[src/rtl/wb_port_arbiter.sv]
// Writeback port arbiter: round-robin share of the register-file
// write port with a one-cycle registered output stage and x0 drop.
module wb_port_arbiter #(
  parameter int NREQ  = 3,
  parameter int XLEN  = 32,
  parameter int RID_W = 5,
  localparam int PW   = (NREQ > 1) ? $clog2(NREQ) : 1
) (
  input  logic                  clk,
  input  logic                  rst_n,
  input  logic                  hold,
  input  logic [NREQ-1:0]       req_valid,
  input  logic [NREQ*RID_W-1:0] req_id,
  input  logic [NREQ*XLEN-1:0]  req_data,
  output logic [NREQ-1:0]       req_ready,
  output logic                  enable_write,
  output logic [RID_W-1:0]      write_id,
  output logic [XLEN-1:0]       write_data,
  output logic [PW-1:0]         grant_idx,
  output logic [NREQ-1:0]       pending
);

  logic [PW-1:0]    rr_ptr;
  logic [PW-1:0]    win;
  logic [PW-1:0]    idx;
  logic             found;
  logic             xfer;
  logic [RID_W-1:0] win_id;
  logic [XLEN-1:0]  win_data;
  logic [PW-1:0]    nxt_ptr;

  // Search upward from rr_ptr for the first valid requester.
  always_comb begin
    found = 1'b0;
    win   = '0;
    idx   = '0;
    for (int k = 0; k < NREQ; k++) begin
      idx = PW'((int'(rr_ptr) + k) % NREQ);
      if (!found && req_valid[idx]) begin
        found = 1'b1;
        win   = idx;
      end
    end
  end

  // Ready is one-hot on the winner, gated by hold and reset only.
  always_comb begin
    req_ready = '0;
    if (found && !hold && rst_n) begin
      req_ready[win] = 1'b1;
    end
  end

  assign xfer = |(req_valid & req_ready);

  // Pick out the winner's destination and data.
  always_comb begin
    win_id   = '0;
    win_data = '0;
    for (int i = 0; i < NREQ; i++) begin
      if (PW'(i) == win) begin
        win_id   = req_id[i*RID_W +: RID_W];
        win_data = req_data[i*XLEN +: XLEN];
      end
    end
  end

  assign nxt_ptr = (win == PW'(NREQ - 1)) ? '0 : win + PW'(1);

  // Output stage and round-robin pointer.
  always_ff @(posedge clk) begin
    if (!rst_n) begin
      rr_ptr       <= '0;
      enable_write <= 1'b0;
      write_id     <= '0;
      write_data   <= '0;
      grant_idx    <= '0;
      pending      <= '0;
    end else if (xfer) begin
      rr_ptr       <= nxt_ptr;
      enable_write <= (win_id != '0);
      write_id     <= win_id;
      write_data   <= win_data;
      grant_idx    <= win;
      pending      <= (win_id != '0) ? req_ready : '0;
    end else begin
      enable_write <= 1'b0;
      pending      <= '0;
    end
  end

endmodule

[config.mk]
export PLATFORM = sky130hd
export DESIGN_NAME = wb_port_arbiter
export DESIGN_NICKNAME = d
export VERILOG_FILES = /design/src/rtl/wb_port_arbiter.sv
export SDC_FILE = /design/constraint.sdc
export NUM_CORES = 1
export LEC_CHECK = 0
export CAP_MARGIN = 20
export CORE_MARGIN = 4
export CORE_UTILIZATION = 36
export DETAILED_ROUTE_END_ITERATION = 16
export PLACE_DENSITY = 0.77
export SYNTH_ARGS = -nofsm -noshare
export SYNTH_HDL_FRONTEND = slang
export SYNTH_SLANG_ARGS = --single-unit
[constraint.sdc]
create_clock -name clk -period 3 [get_ports clk]
set_input_delay 0.3 -clock clk [delete_from_list [all_inputs] [get_ports clk]]
set_output_delay 0.3 -clock clk [all_outputs]
set_load 0.02 [all_outputs]
==> results of run 1 <==
==> through the flow <==
stage	hold WS (ps)	cells	util [%]	power (uW)	instance area [sq um]
6_report	465.0	536	65.61	3657	4285
5_1_grt	491.1	536	65.61	3908	4285
4_1_cts	444.5	534	65.34	3681	4268
3_5_place_dp	452.4	526	64.00	3306	4180
3_3_place_gp	446.4	526	64.00	3262	4180
2_1_floorplan	465.7	301	-	2353	2480
==> worst paths after layout <==
kind	slack, ps	cells past startpoint	endpoint	from
worst min-delay path	470	2	write_data[11]$_SDFFE_PN0P_	write_data[11]$_SDFFE_PN0P_
worst min register to register	470	2	write_data[11]$_SDFFE_PN0P_	write_data[11]$_SDFFE_PN0P_
worst max-delay path	180	9	req_ready[0]	rr_ptr[0]$_SDFFE_PN0P_
worst max register to register	220	10	enable_write$_SDFF_PN0_	rr_ptr[0]$_SDFFE_PN0P_
==> per-layer routing <==
layer / track usage, % / share of wire (%) / up-vias
met3: 6.281 / 7.7 / 4
met2: 35.81 / 50 / 101
li1: - / - / 1416
met4: 3.894 / 0.73 / 0
met1: 23.60 / 41 / 1284
met5: 0 / 0 / -
==> layout make-up <==
| class | instances | area (sq um) | area share, % |
|---|---|---|---|
| Clock buffer | 7 | 76.32 | 1.781 |
| Clock inverter | 1 | 7.507 | 0.1752 |
| Inverter | 12 | 45.04 | 1.051 |
| Multi-Input combinational cell | 218 | 1438 | 33.55 |
| Sequential cell | 45 | 900.9 | 21.02 |
| Tap cell | 77 | 96.34 | 2.248 |
| Timing Repair Buffer | 176 | 1722 | 40.18 |
==> cells in the final DEF (no fill, tap or decap), types with 2 or more instances in the layout <==
| cell type | n |
|---|---|
| a21boi_1 | 3 |
| a21oi_1 | 9 |
| a221oi_2 | 3 |
| a22o_1 | 6 |
| a311oi_1 | 22 |
| a31o_1 | 24 |
| a31o_2 | 3 |
| and2_1 | 4 |
| buf_4 | 14 |
| clkbuf_1 | 2 |
| clkbuf_8 | 5 |
| clkdlybuf4s50_1 | 158 |
| dfxtp_1 | 45 |
| dlygate4sd2_1 | 2 |
| ha_1 | 4 |
| inv_1 | 12 |
| mux2_1 | 2 |
| mux2_2 | 2 |
| mux2i_1 | 3 |
| nand2_1 | 50 |
| nand3_1 | 13 |
| nand3b_1 | 3 |
| nor2_1 | 31 |
| nor3_1 | 3 |
| o21ai_1 | 9 |
| o21ai_2 | 2 |
| o22ai_1 | 4 |
| o31ai_1 | 4 |
==> sequential cells by signal, summed over array words and instances, names as in the netlist <==
register      count
enable_write      1
write_id          5
grant_idx         2
rr_ptr            2
write_data       32
pending           3
==> critical path, delay by kind of cell (launching register included) <==
kind	cells	cell delay (ps)
buffers and inverters	2	440
AND/OR/NAND/NOR	3	440
AO/OA/AOI/OAI	2	420
flip-flops	1	380
multiplexers	1	300
adder cells (fa/ha/maj)	1	240
==> where the power goes <==
part	switching (uW)	total [uW]	internal, uW
Clock	197	362	165
Combinational	1300	2360	1060
Sequential	111	935	825
Total	1610	3660	2050
==> what timing repair did <==
item / CTS / global route
gates resized for setup: 3 / 1
pin swaps: 0 / 1
buffers inserted: 0 / 2
endpoints found under the setup margin: 3 / 1
==> cell families (layout without fill, tap and decap cells) <==
family	after synthesis	in the layout	synth area share, %
muxes	7	7	3.027
buffers and inverters	38	196	6.458
AOI/OAI and AO/OA	99	99	33.75
and+or+nand+nor	108	108	18.42
DFF	45	45	36.33
adders and majority gates	4	4	2.018
==> results.md, run 1 <==
- Cell variety after synth: 39
- Cts hold-fix bufs: 0
- DRT Pass-1 Iters: 4
- Worst-path fanout max: 4
- CP max stage delay: roughly 380 ps
- Worst Max-Slew Pin Slew: 477.1 ps
- Root buffer cell: clkbuf_8
- Layout cell share with drive strength beyond 1: 8.279%
- Cell with the most instances after synthesis: nand2_1
- Clk_lat worst skew: slightly below 300 ps
- DRC errors left: 0
- Area growth syn-to-layout: 72.81%
- Drt first-iter violations: 127
- DRT Wirelength: just under 9000 um
- GP Congestion: between 0.8 and 0.9
- Remaining antenna violation count: 0
- Period utilization: 94.03%
- Die height: ~91 um
- Fillers: 564
- Largest area contributor in the netlist: dfxtp_1
- Cts bufs inserted: 5
- H-Tree Depth: 2
- Hold Vio Cnt, Final: 0
- Vias in the first global route: roughly 2700
- WS Path Type: reg2out
- Largest net degree at the start of global routing: 49
- RSZ-0062 raised after global routing: no
- Syn avg cell area: 8.239 sq um
- Syn Std Cell Area: 2480 sq um
- Slowest cell on crit path: dfxtp_1
- Clock slew at reported path FFs: around 80 ps
- Die width: roughly 91 um
- Core Rows: 29
- Clk sinks: 45
- FMAX: 354.5 MHz
- Max-cap violations: 0
- PortBufs: approximately 160
- Final setup TNS: 0 ps
- Hpwl dp: approximately 6800 um
- Commonest cells in the netlist: nand2_1 (50), dfxtp_1 (45), nor2_1 (32)
- Total congestion overflow: 0
- First-pass GRT wire length: 13520 um
- Mapped Nets: 422
- Initial antenna violation count: 0
- Final min period: 2821 ps
- Via density: about 5.2
- Worst setup margin: 179.2 ps
- Clock tree buffer depth: 2
- Tot GR Track Use: 20.01%
- Cells along the critical path: inv_1, ha_1, mux2i_1, o2111ai_1, a21o_1, nand2_1, nand2_1, nor2_1, dlygate4sd2_1
- Final Max Slew Viols: 0
- HP Class: reg2reg
- Maximum vdd drop: 0.3357 mV
- Setup-failing EPs final: 0
- Leakage: 0.001668 uW
- Cell Pwr Density: between 800 and 900 nW/um^2
- EDFF count, synth: 0
- Register bit total from synthesis: 45
- Critical Path Start Type: flip-flop
- CTS tree: built
- Worst EP required: roughly 2700 ps
- Vias: between 2000 and 3000
- Skew final: 7.840 ps
- Critical path endpoint category: output port
- Synthesis Warnings: 0
- Slew HR: between 60% and 70%
- # IOs: ~160
- Yosys top cell area share: 36.33%
- Pre-CTS WS: 129.0 ps
- Most frequent CP cell: nand2_1
- Fraction of registers with async set/reset: 0%
- Full die area: roughly 8300 sq um
- Top_reg_cell synth: dfxtp_1
- Initial core utilization: a little under two fifths
- Routed WL per cell: 16.36 um
- Top area cells in the synthesized netlist: dfxtp_1 (36%), a31o_1 (8.5%), a311oi_1 (7.8%)
- Ant diodes: 0
- Worst EP arrival: 2520 ps
- Post-synthesis sequential area ratio: 36.33%
- # nets final: between 500 and 600
- Synth Instances: about 300
- Run status: finished, final reports clean
- Core area: between 6000 and 7000 sq um
No activity file was read; power rests on OpenSTA's default activity.
==> run 2: changes to the inputs <==
--- a/config.mk
+++ b/config.mk
@@ -7,9 +7,10 @@
 export LEC_CHECK = 0
 export CAP_MARGIN = 20
 export CORE_MARGIN = 4
-export CORE_UTILIZATION = 36
+export CORE_UTILIZATION = 60
 export DETAILED_ROUTE_END_ITERATION = 16
-export PLACE_DENSITY = 0.77
+export DONT_BUFFER_PORTS = 1
+export PLACE_DENSITY = 0.73
 export SYNTH_ARGS = -nofsm -noshare
 export SYNTH_HDL_FRONTEND = slang
 export SYNTH_SLANG_ARGS = --single-unit
==> run 2 against run 1 <==
Compared with the run above: flip-flop and latch count is the same; combinational power shrank 42%; total power shrank 16%; largest cell class is now multi-input combinational cells.
==> results.md, run 2 (same netlist as run 1, synthesis figures left out) <==
- Worst-path fanout max: 5
- HP Start: rst_n
- Initial core utilization: 62.00%
- Worst Max-Slew Pin Slew: 591.0 ps
- Multi-input gate area: 1431 sq um
- Worst EP arrival: 2520 ps
- DRT Pass-1 Iters: 4
- Clk sinks: 45
- Tot GR Track Use: 24.32%
- Crit path buffers/inverters: 1
- Largest net degree at the start of global routing: 43
- Hpwl dp: 5038 um
- Via density: 6.520
- Core area: roughly 4000 sq um
- Remaining antenna violation count: 0
- Area growth syn-to-layout: 6.105%
- Vias in the first global route: 2027
- Most frequent cells in the layout: nand2_1 (50), dfxtp_1 (45), nor2_1 (31), a31o_1 (24), a311oi_1 (22)
- R2r worst-path depth: 9
- Critical Path Source: rr_ptr[0]$_SDFFE_PN0P_
- # IOs: ~160
- H-Tree Depth: 2
- Full die area: ~5200 sq um
- Drt first-iter violations: 88
- Total congestion overflow: 0
- Leakage: 0.001024 uW
- Clk_lat worst skew: between 200 and 300 ps
- Finished Core Util: between 60% and 70%
- PortBufs: 0
- Routed WL per cell: 19.11 um
- Resized Gates After CTS: 0
- Vias: roughly 2200
- First-pass GRT wire length: between 9000 and 10000 um
- FF-to-FF setup slack: 360 ps
- Ant diodes: 0
- Cts bufs inserted: 5
- Period utilization: 94.16%
- Max reg flops: 32
- Worst EP required: roughly 2700 ps
- Die height: 72.29 um
- Biggest register: write_data
- CP max stage delay: between 400 and 500 ps
- Crit path max-delay family: simple AND/OR/NAND/NOR gates
- RSZ-0062 raised after global routing: no
- R2r startpoint: rr_ptr[0]$_SDFFE_PN0P_
- Setup-failing EPs final: 0
- Clock slew at reported path FFs: 80 ps
- Post-CTS Setup Bufs: 0
- CTS tree: built
- Maximum vdd drop: 0.6667 mV
- Critical path endpoint category: output port
- Cell Pwr Density: 1162 nW/um^2
- Final min period: 2825 ps
- Register area: 900.9 sq um
- Critical Path Start Type: flip-flop
- Critical Path Stages: 8
- Initial antenna violation count: 0
- DRT Wirelength: ~6500 um
- Most common cell after layout, fill and taps aside: nand2_1
- Final setup TNS: 0 ps
- # nets final: 413
- GP Congestion: 0.9132
- HP Class: in2reg
- Die width: 72.29 um
- Slowest cell on crit path: nor2_1
- Worst hold path cell count: 1
- Run status: finished, final reports clean
- Core Rows: 23
- Clock tree buffer depth: 2
- Most frequent CP cell: nand2_1
- FMAX: around 350 MHz
- Skew final: around 4 ps
- WS Path Type: reg2out
- Max-cap violations: 0
- Root buffer cell: clkbuf_8
- Layout cell share with drive strength beyond 1: 11.30%
- Hold Vio Cnt, Final: 0
- Final Max Slew Viols: 0
- Largest registers: write_data x32, write_id x5, pending x3
- Cts hold-fix bufs: 0
- Cells along the critical path: inv_1, ha_1, mux2i_1, o2111ai_1, a21o_1, nand2_1, nand2_1, nor2_1
- DRC errors left: 0
- Slew HR: 60.45%
- Fillers: ~360
-- run 2: cell count changes in the layout (fill, tap and decap cells not counted), sizes merged --
| cell | change |
|---|---|
| bufinv | +1 |
| buf | -5 |
| clkinv | +1 |
| clkinvlp | -1 |
| dlymetal6s2s | -1 |
| clkdlybuf4s50 | -158 |
| clkbuf | -2 |
| dlygate4sd2 | -2 |
-- run 2: power by group --
| part | leakage [uW] | internal, uW | switching, uW |
|---|---|---|---|
| Sequential | 0.000371 | 826 | 422 |
| Combinational | 0.000599 | 554 | 820 |
| Clock | 0.0000540 | 242 | 191 |
| Total | 0.00102 | 1620 | 1430 |
-- run 2: per-layer routing --
metal | part of all wire, % | up-vias | global-route usage [%] | routed length, um
met5 | 0 | - | 0 | 0
met1 | 39 | 1027 | 29.04 | 2533
met2 | 49 | 107 | 40.75 | 3186
li1 | - | 1081 | - | -
met4 | 2.2 | 0 | 8.142 | 146
met3 | 10 | 15 | 8.310 | 669
-- run 2: per-stage QoR --
step	std cells	instance area (sq um)	hold WS (ps)	total power (uW)	worst slack, ps
6_report	342	2631	151.9	3056	175.3
4_1_cts	342	2631	139.3	3091	183.6
5_1_grt	342	2631	129.5	3288	11.32
3_5_place_dp	335	2527	452.8	2650	395.9
3_3_place_gp	335	2527	447.5	2620	473.6
2_1_floorplan	301	2480	465.7	2353	607.3
-- run 2: worst paths after layout --
check                                endpoint
setup reg to reg        pending[0]$_SDFF_PN0_
setup / recovery                 req_ready[0]
hold / removal    write_data[14]$_SDFFE_PN0P_
hold reg to reg   write_data[10]$_SDFFE_PN0P_
-- run 2: layout make-up --
| type | count | area share (%) |
|---|---|---|
| flip-flops and latches | 45 | 34.24 |
| clock buffers | 5 | 2.615 |
| inverters | 12 | 1.712 |
| multi-input cells | 218 | 54.40 |
| well taps | 50 | 2.378 |
| clock inverters | 2 | 1.331 |
| repair buffers | 10 | 3.329 |
